**src/rtl/cpu_types_pkg.sv**
```systemverilog
// Shared CPU types: word and RAM-status types, plus the arbiter FSM encoding.
// Contents:
//   word_t      - 32-bit machine word
//   ramstate_t  - RAM handshake status (FREE/BUSY/ACCESS/ERROR)
//   arb_state_t - mem_arbiter FSM state, with IDLE/IREQ/DREQ/RESP constants
package cpu_types_pkg;

  typedef logic [31:0] word_t;

  typedef enum logic [1:0] {
    FREE   = 2'd0,
    BUSY   = 2'd1,
    ACCESS = 2'd2,
    ERROR  = 2'd3
  } ramstate_t;

  // Plain vector plus constants so older code can compare against raw bit patterns.
  typedef logic [1:0] arb_state_t;

  localparam arb_state_t IDLE = 2'd0;
  localparam arb_state_t IREQ = 2'd1;
  localparam arb_state_t DREQ = 2'd2;
  localparam arb_state_t RESP = 2'd3;

endpackage

```
**src/rtl/mem_arbiter.sv**
```systemverilog
// Sequential arbiter between the instruction-fetch port and the data port in front
// of a single-ported RAM. One access at a time: IDLE samples requests, IREQ/DREQ
// hold a registered RAM command until ACCESS (or ERROR), RESP pulses ihit/dhit.
// Data wins ties, but after DSTREAK_MAX consecutive data grants with a fetch
// waiting, the fetch is granted once.
// Ports:
//   CLK, nRST                - clock, asynchronous active-low reset
//   iREN, iaddr              - fetch request / address
//   iload, ihit              - fetched word, one-cycle completion pulse
//   dREN, dWEN, daddr, dstore- data read/write request, address, write data
//   dload, dhit              - read data, one-cycle completion pulse
//   ramREN, ramWEN           - RAM read/write strobes
//   ramaddr, ramstore        - RAM address / write data
//   ramload, ramstate        - RAM read data / handshake status
//   ramerr                   - sticky flag: RAM reported ERROR since reset
module mem_arbiter
  import cpu_types_pkg::*;
#(
  parameter int unsigned DSTREAK_MAX = 4
) (
  input  logic      CLK,
  input  logic      nRST,
  input  logic      iREN,
  input  word_t     iaddr,
  output word_t     iload,
  output logic      ihit,
  input  logic      dREN,
  input  logic      dWEN,
  input  word_t     daddr,
  input  word_t     dstore,
  output word_t     dload,
  output logic      dhit,
  output logic      ramREN,
  output logic      ramWEN,
  output word_t     ramaddr,
  output word_t     ramstore,
  input  word_t     ramload,
  input  ramstate_t ramstate,
  output logic      ramerr
);

  localparam int unsigned StreakW = $clog2(DSTREAK_MAX + 1);
  localparam logic [StreakW-1:0] StreakMax = StreakW'(DSTREAK_MAX);

  arb_state_t         state_q, state_d;
  word_t              addr_q, addr_d;
  word_t              store_q, store_d;
  logic               wr_q, wr_d;      // latched data access is a write
  logic               rd_q, rd_d;      // latched data access is a read (write wins)
  logic               data_q, data_d;  // access in flight belongs to the data port
  word_t              iload_q, iload_d;
  word_t              dload_q, dload_d;
  logic               err_q, err_d;
  logic [StreakW-1:0] streak_q, streak_d;

  logic data_pend;
  assign data_pend = dREN | dWEN;

  always_comb begin
    state_d  = state_q;
    addr_d   = addr_q;
    store_d  = store_q;
    wr_d     = wr_q;
    rd_d     = rd_q;
    data_d   = data_q;
    iload_d  = iload_q;
    dload_d  = dload_q;
    err_d    = err_q;
    streak_d = streak_q;

    unique case (state_q)
      IDLE: begin
        if (data_pend && (!iREN || (streak_q < StreakMax))) begin
          state_d = DREQ;
          addr_d  = daddr;
          store_d = dstore;
          wr_d    = dWEN;
          rd_d    = dREN & ~dWEN;
          data_d  = 1'b1;
          // Streak only counts data grants that bypassed a waiting fetch.
          if (!iREN) begin
            streak_d = '0;
          end else if (streak_q != StreakMax) begin
            streak_d = streak_q + StreakW'(1);
          end
        end else if (iREN) begin
          state_d  = IREQ;
          addr_d   = iaddr;
          wr_d     = 1'b0;
          rd_d     = 1'b0;
          data_d   = 1'b0;
          streak_d = '0;
        end
      end
      IREQ, DREQ: begin
        if (ramstate == ACCESS) begin
          state_d = RESP;
          if (state_q == IREQ) begin
            iload_d = ramload;
          end else if (rd_q) begin
            dload_d = ramload;
          end
        end else if (ramstate == ERROR) begin
          // Drop back to IDLE; the still-asserted request is re-sampled there.
          err_d   = 1'b1;
          state_d = IDLE;
        end
      end
      RESP: begin
        state_d = IDLE;
      end
      default: begin
        state_d = IDLE;
      end
    endcase
  end

  always_ff @(posedge CLK or negedge nRST) begin
    if (!nRST) begin
      state_q  <= IDLE;
      addr_q   <= '0;
      store_q  <= '0;
      wr_q     <= 1'b0;
      rd_q     <= 1'b0;
      data_q   <= 1'b0;
      iload_q  <= '0;
      dload_q  <= '0;
      err_q    <= 1'b0;
      streak_q <= '0;
    end else begin
      state_q  <= state_d;
      addr_q   <= addr_d;
      store_q  <= store_d;
      wr_q     <= wr_d;
      rd_q     <= rd_d;
      data_q   <= data_d;
      iload_q  <= iload_d;
      dload_q  <= dload_d;
      err_q    <= err_d;
      streak_q <= streak_d;
    end
  end

  // Outputs decode registered state only.
  assign ramREN   = (state_q == IREQ) | ((state_q == DREQ) & rd_q);
  assign ramWEN   = (state_q == DREQ) & wr_q;
  assign ramaddr  = addr_q;
  assign ramstore = store_q;
  assign ihit     = (state_q == RESP) & ~data_q;
  assign dhit     = (state_q == RESP) & data_q;
  assign iload    = iload_q;
  assign dload    = dload_q;
  assign ramerr   = err_q;

endmodule
```
**config.mk**
```make
export PLATFORM = sky130hd
export DESIGN_NAME = mem_arbiter
export DESIGN_NICKNAME = d
export VERILOG_FILES = /design/src/rtl/cpu_types_pkg.sv /design/src/rtl/mem_arbiter.sv
export SDC_FILE = /design/constraint.sdc
export NUM_CORES = 1
export LEC_CHECK = 0
export ABC_AREA = 1
export BUFFER_PORTS_ARGS = -buffer_cell sky130_fd_sc_hd__buf_4
export CAP_MARGIN = 20
export CORE_AREA = 5 5 170 156
export CTS_CLUSTER_DIAMETER = 100
export CTS_CLUSTER_SIZE = 8
export DETAILED_ROUTE_END_ITERATION = 7
export DIE_AREA = 0 0 175 161
export GPL_TIMING_DRIVEN = 0
export PLACE_DENSITY_LB_ADDON = 0.2
export SLEW_MARGIN = 25
export SYNTH_ARGS = -nofsm -noshare
export SYNTH_HDL_FRONTEND = slang
export SYNTH_SLANG_ARGS = --single-unit
```
**constraint.sdc**
```tcl
create_clock -name CLK -period 1.7 [get_ports CLK]
set_clock_uncertainty 0.1 [all_clocks]
set_input_delay 0.085 -clock CLK [delete_from_list [all_inputs] [get_ports CLK]]
set_output_delay 0.085 -clock CLK [all_outputs]
set_load 0.02 [all_outputs]
```
==> impl_metrics.toml, run 1 <==
[sta]
maxSlewViolCount = 0
rsz0062_at_grt = "yes"
finalSetupTns_ps = -46.26
setup-violations-final = 6
finalCriticalPeriod_ps = 1716
setup_ws_ps = -15.94
hold_viol = 0
maxSlewHeadroom_pct = 73.00
timing.final.crit_share_pct = 100.9
max_freq_ghz = 0.5828
tightest_slew_ps = 404.9

[route]
viasPerCell = 4.228
dr.pass1.iters = 4
drtAntennaViolNets = 0
wire_per_inst_um = 14.93
drc_errors = 0
wl_um = 21670
vias = 6135
drt_iter0_markers = 190

[synthesis]
yosysUniqueCellTypes = 22
synth_edf_count = 0
async_flop_share_pct = 100.0
ys_seq_area_share_pct = 59.01
synthesis.area_mm2 = 0.005809
synth-seq-cells = 137
ys_warn_count = 0
ys.flop_type = "dfrtp_1"
syn_inst = 688
synth.avg_cell_area_um2 = 8.444
synth_fp_nets = 829

[clock_network]
tritoncts = "yes"
clock_path_buffers = 2
clk_latency_ps = 400
clock-sinks = 137
numCtsBuffers = 17
cts_max_level = 4
clk_pin_slew_ps = 60
root_buffer = "clkbuf_16"

[die]
core_area_mm2 = 0.02464
die_h_um = 161
die_area_mm2 = 0.02818
start_util_pct = 23.58
die_w_um = 175
fp-row-count = 55
pin_count = 268

[power_and_ir_drop]
p_per_area_mw_per_mm2 = 1643
leakage_nw = 5.729
ir_worst_vdd_uv = 715.8

[grt]
grt_max_degree = 56
grt_antenna_before_repair = 0
track_usage_pct = 15.07
grt_first_pass_wirelength_um = 34270
grt_pass1_vias = 6519
overflow = 0

[critical_path]
crit_top_cell = "buf_12"
cpMaxStageDelayCell = "dfrtp_1"
end_kind = "flop"
reg2reg_setup_slack_ps = -20
path_class = "flop to flop"
cp_slowest_stage_delay_ps = 370
rr_startpoint = "state_q[1]$_DFFE_PN0P_"
critPathLaunchType = "flop"
crit_family = "buffers and inverters"
crit_chain = "inv_2 > ha_4 > nand2_4 > nor2_4 > buf_12 > nand3_4 > buf_12 > clkbuf_16 > nand2_2 > o21ai_2"
worstPathArrival_ps = 1920
critPathLaunch = "state_q[1]$_DFFE_PN0P_"
critPathBufInv = 4
worstPathRequired_ps = 1900
crit_fanout = 5

[cells_and_area]
nNetsFinal = 1267
diodes = 0
finish.utilization_pct = 43.72
seq_area_mm2 = 0.003428
final_common_cell = "nand2_1"
multi_input_area_mm2 = 0.002275
final_cell_mix = "nand2_1, buf_4, dfrtp_1"
post_route_cells_drive_above_1_share_pct = 36.20
n_fill_cell = 2416
area_growth_pct = 85.40

[place]
post-dp-hpwl_um = 14600
finalWeightedCongestion = 0.7499
io_buffers = 266
post-place-ws_ps = -336.1

[job]
max_cap_violations = 0

[status]
violations = "negative setup slack"
status = "complete, but fails checks"

[worst_hold_path]
hold_class = "input pin to async pin"
## synth_stat cells, types with 3 or more instances
cell type  number  area share (%)
inv_2           4            0.26
dfrtp_1       137              59
inv_1          44             2.8
nor2_1          3            0.19
o21ai_1        39             3.4
nand3_1        37             3.2
ha_1            6             1.3
clkbuf_1        5            0.32
buf_2          17             1.5
o21ai_0        27             2.3
nand2_1       347              22
buf_4          10             1.3
## flip-flops by register name, indices dropped and copies added (netlist names), 2 cells and up
signal / count
dload: 32
iload: 32
ramaddr: 32
ramstore: 32
streak_q: 3
state_q: 2
## routing by layer
layer,vias to the layer above,global-route usage [%],wire (um)
li1,3008,-,-
met3,31,4.400,1246
met1,2904,18.47,9225
met4,0,4.605,536
met5,-,0,0
met2,192,25.76,10660
## where the power goes
group / total (W) / switching (W) / leakage (nW) / internal, W
clock: 0.00367 / 0.00150 / 0.278 / 0.00217
combinational: 0.00837 / 0.00475 / 3.72 / 0.00363
sequential: 0.00565 / 0.000937 / 1.73 / 0.00471
## path summary, 6_finish.rpt
path / cells after the start / end
max: 10 / dload[11]$_DFFE_PN0P_
min: 2 / dload[9]$_DFFE_PN0P_
max reg2reg: 10 / dload[11]$_DFFE_PN0P_
min reg2reg: 2 / ramaddr[8]$_DFFE_PN0P_
max in group asynchronous: 4 / ramstore[14]$_DFFE_PN0P_
min in group CLK: 7 / iload[27]$_DFFE_PN0P_
## metrics by stage
stage / power, W / hold WS [ps] / std cells / area, um2
floorplan: 0.009582 / -310.6 / 688 / 5809
global placement: 0.01311 / 180.8 / 1267 / 8198
detailed placement: 0.01320 / -123.9 / 1269 / 8260
CTS: 0.01761 / 25.40 / 1447 / 10490
global route: 0.01893 / 52.23 / 1451 / 10770
finish: 0.01770 / 23.21 / 1451 / 10770
## repair_timing
action	in CTS	in global routing
cloned	3	2
endpoints found under the hold margin	224	0
pin swaps	4	4
resized for setup	46	67
buffers inserted	10	2
endpoints found under the setup margin	124	61
hold buffers	134	0
## cells by family after synthesis
logic type | count (synthesis) | share of synthesized area [%]
adders and majority gates | 6 | 1.292
buffers and inverters | 82 | 6.354
AOI/OAI and AO/OA | 70 | 6.548
and+or+nand+nor | 393 | 26.79
DFF | 137 | 59.01
## cell type report
| class | instances | share of cell area, % |
|---|---|---|
| timing repair buffer | 417 | 33.63 |
| clock buffer | 18 | 3.985 |
| sequential | 137 | 31.83 |
| inverter | 48 | 1.696 |
| buffer | 34 | 2.753 |
| tap | 313 | 3.636 |
| multi-input combinational | 471 | 21.12 |
| clock inverter | 13 | 1.348 |
No activity file was read; power rests on OpenSTA's default activity.
==> run 2: changes to the inputs <==
ABC_AREA = default   (was 1)
==> run 2 against run 1 <==
  * The flow still finishes with violations (negative setup slack)
  * Routed wire length down 13%
  * Sequential power up 1%
  * Total power up 8.5%
  * Sequential share of layout area up 0.32 points
  * Synthesized cell count down 42%
  * Core utilization down 0.42 points
  * First-iteration DRC count down 35%
  * Hold slack better by 86 ps
  * Final area down 0.95%
  * Clock power up 12%
  * Combinational power up 12%
  * Largest cell class unchanged
  * Highest routed layer unchanged
==> impl_metrics.toml, run 2 <==
[status]
status = "complete, but fails checks"
violations = "negative setup slack"

[route]
drtAntennaViolNets = 0
vias = 4781
wl_met3_um = 1162
drt_iter0_markers = 124
drc_errors = 0
dr_wl_met2_um = 9693
wl_um = 18860
drt-met1-wl_um = 7560
highest_layer = "met4"
wire_per_inst_um = 16.26
dr.pass1.iters = 4
viasPerCell = 4.122

[critical_path]
cp_slowest_stage_delay_ps = 360
critPathLaunchType = "flop"
worstPathArrival_ps = 2080
crit_chain = "inv_2 > ha_4 > nand3b_1 > nor3b_4 > buf_6 > buf_12 > mux2_2"
worstPathRequired_ps = 1900
cpMaxStageDelayCell = "dfrtp_1"
end_kind = "flop"
path_class = "flop to flop"
crit_fanout = 10
critPathBufInv = 3
crit_family = "buffers and inverters"

[synthesis]
yosysTopAreaCell = "dfrtp_1"
yosysMostFrequentCell = "dfrtp_1"
synthesis.area_mm2 = 0.005799
syn_inst = 396
synth.avg_cell_area_um2 = 14.64
post_synth_main_area_contributors = "dfrtp_1, mux2_2, mux2_4"
synth_commonest_cells = "dfrtp_1, mux2_2, nand2_1"
yosys.area.top_type_share_pct = 59.12
ys.flop_type = "dfrtp_1"
ys_seq_area_share_pct = 59.12
synth-seq-cells = 137
async_flop_share_pct = 100.0
synth_edf_count = 0
yosysUniqueCellTypes = 32
ys_warn_count = 0
synth_fp_nets = 537

[clock_network]
tritoncts = "yes"
cts_max_level = 4
clk_latency_ps = 410
clock_path_buffers = 2
clock-sinks = 137
root_buffer = "clkbuf_16"
numCtsBuffers = 17
clk_pin_slew_ps = 60

[cells_and_area]
post_route_cells_drive_above_1_share_pct = 53.48
final_common_cell = "buf_4"
area_growth_pct = 83.95
nNetsFinal = 975
final_cell_mix = "buf_4, dfrtp_1, dlygate4sd3_1"
n_fill_cell = 2227
stdcell_count = 1160
diodes = 0

[die]
fp-row-count = 55
die_w_um = 175
pin_count = 268
die_area_mm2 = 0.02818
die_h_um = 161
start_util_pct = 23.54
core_area_mm2 = 0.02464

[place]
post-dp-hpwl_um = 12580
post-place-ws_ps = -449.6
dpl.cell_count = 974
io_buffers = 264
finalWeightedCongestion = 0.7825

[grt]
track_usage_pct = 13.07
grt_first_pass_wirelength_um = 29440
grt_pass1_vias = 5453
overflow = 0
grt_max_degree = 71
grt_antenna_before_repair = 0

[power_and_ir_drop]
p_int_w = 0.01223
leakage_nw = 5.198
power_w = 0.01919
switchingPower_w = 0.006964
ir_worst_vdd_uv = 713.1
pwr-share-comb_pct = 48.8
p_per_area_mw_per_mm2 = 1799
swShare_pct = 36.28
power_frac_seq_pct = 29.8
clkPwrFrac_pct = 21.4

[sta]
tightest_slew_ps = 681.1
rsz0062_at_grt = "yes"
max_freq_ghz = 0.5324
finalCriticalPeriod_ps = 1878
setup_ws_ps = -178.5
maxSlewViolCount = 0
maxSlewHeadroom_pct = 54.32
timing.final.crit_share_pct = 110.5
setup-violations-final = 45
hold_viol = 0

[worst_hold_path]
hold_class = "input pin to flop"

[job]
max_cap_violations = 0
-- run 2: path summary, 6_finish.rpt --
path                                              from                 endpoint  slack (ps)  depth (start not counted)
worst max-delay path            state_q[1]$_DFFE_PN0P_     dload[1]$_DFFE_PN0P_        -180                          7
worst min-delay path                              dREN   state_q[0]$_DFFE_PN0P_         110                          4
worst max register to register  state_q[1]$_DFFE_PN0P_     dload[1]$_DFFE_PN0P_        -180                          7
worst min register to register      ramerr$_DFFE_PN0P_       ramerr$_DFFE_PN0P_         370                          1
max in group asynchronous                         nRST  streak_q[2]$_DFFE_PN0P_         590                          3
min in group asynchronous                         nRST    dload[10]$_DFFE_PN0P_         120                          2
-- run 2: area by class of cell --
cell class,count,area [um2],area share (%)
Clock inverter,14,210.2,1.970
Buffer,23,307.8,2.885
Timing Repair Buffer,420,3606,33.80
Multi-Input combinational cell,230,2265,21.23
Sequential cell,137,3430,32.15
Tap cell,313,391.6,3.671
Clock buffer,18,439.2,4.117
Inverter,5,18.77,0.1759
-- run 2: worst min-delay path: cells and delay by family --
| family | cells | cell delay, ps |
|---|---|---|
| buf+inv | 1 | 110 |
| simple gates | 1 | 70 |
| mux | 1 | 170 |
| compound gates | 1 | 160 |
-- run 2: cells by family after synthesis --
| logic type | Yosys count | share of synthesized area (%) |
|---|---|---|
| AOI/OAI and AO/OA | 44 | 4.768 |
| DFF | 137 | 59.12 |
| and+or+nand+nor | 48 | 3.819 |
| buffers and inverters | 29 | 4.293 |
| adders and majority gates | 6 | 1.294 |
| muxes | 132 | 26.71 |
-- run 2: timing repair --
item | in CTS | in global routing
buffers inserted | 14 | 3
hold buffers | 134 | 0
endpoints found under the setup margin | 126 | 91
gates resized for setup | 34 | 36
hold endpoints to repair | 202 | 0
cloned | 2 | 2
pin swaps | 4 | 1
-- run 2: through the flow --
step | utilization [%] | instance area (um2) | hold WS (ps) | TNS [ps]
6_report | 43.30 | 10670 | 109.5 | -5285
4_1_cts | 42.52 | 10480 | 28.82 | -5356
3_3_place_gp | 33.24 | 8188 | 218.5 | -41230
3_5_place_dp | 33.38 | 8223 | -14.42 | -24930
2_1_floorplan | - | 5814 | -310.6 | -6023
5_1_grt | 43.30 | 10670 | 119.8 | -9536
-- run 2: power groups by stage --
stage | Sequential (W) | Combinational, W | Clock (W)
floorplan | 0.00749 | 0.00302 | 0
global placement | 0.00571 | 0.00838 | 0
detailed placement | 0.00576 | 0.00852 | 0
CTS | 0.00571 | 0.00922 | 0.00426
global route | 0.00593 | 0.00996 | 0.00438
finish | 0.00572 | 0.00936 | 0.00411
-- run 2: routing by layer --
layer / global-route usage [%] / vias up
li1: - / 2259
met4: 5.034 / 0
met2: 23.02 / 173
met1: 15.02 / 2326
met3: 3.815 / 23
met5: 0 / -
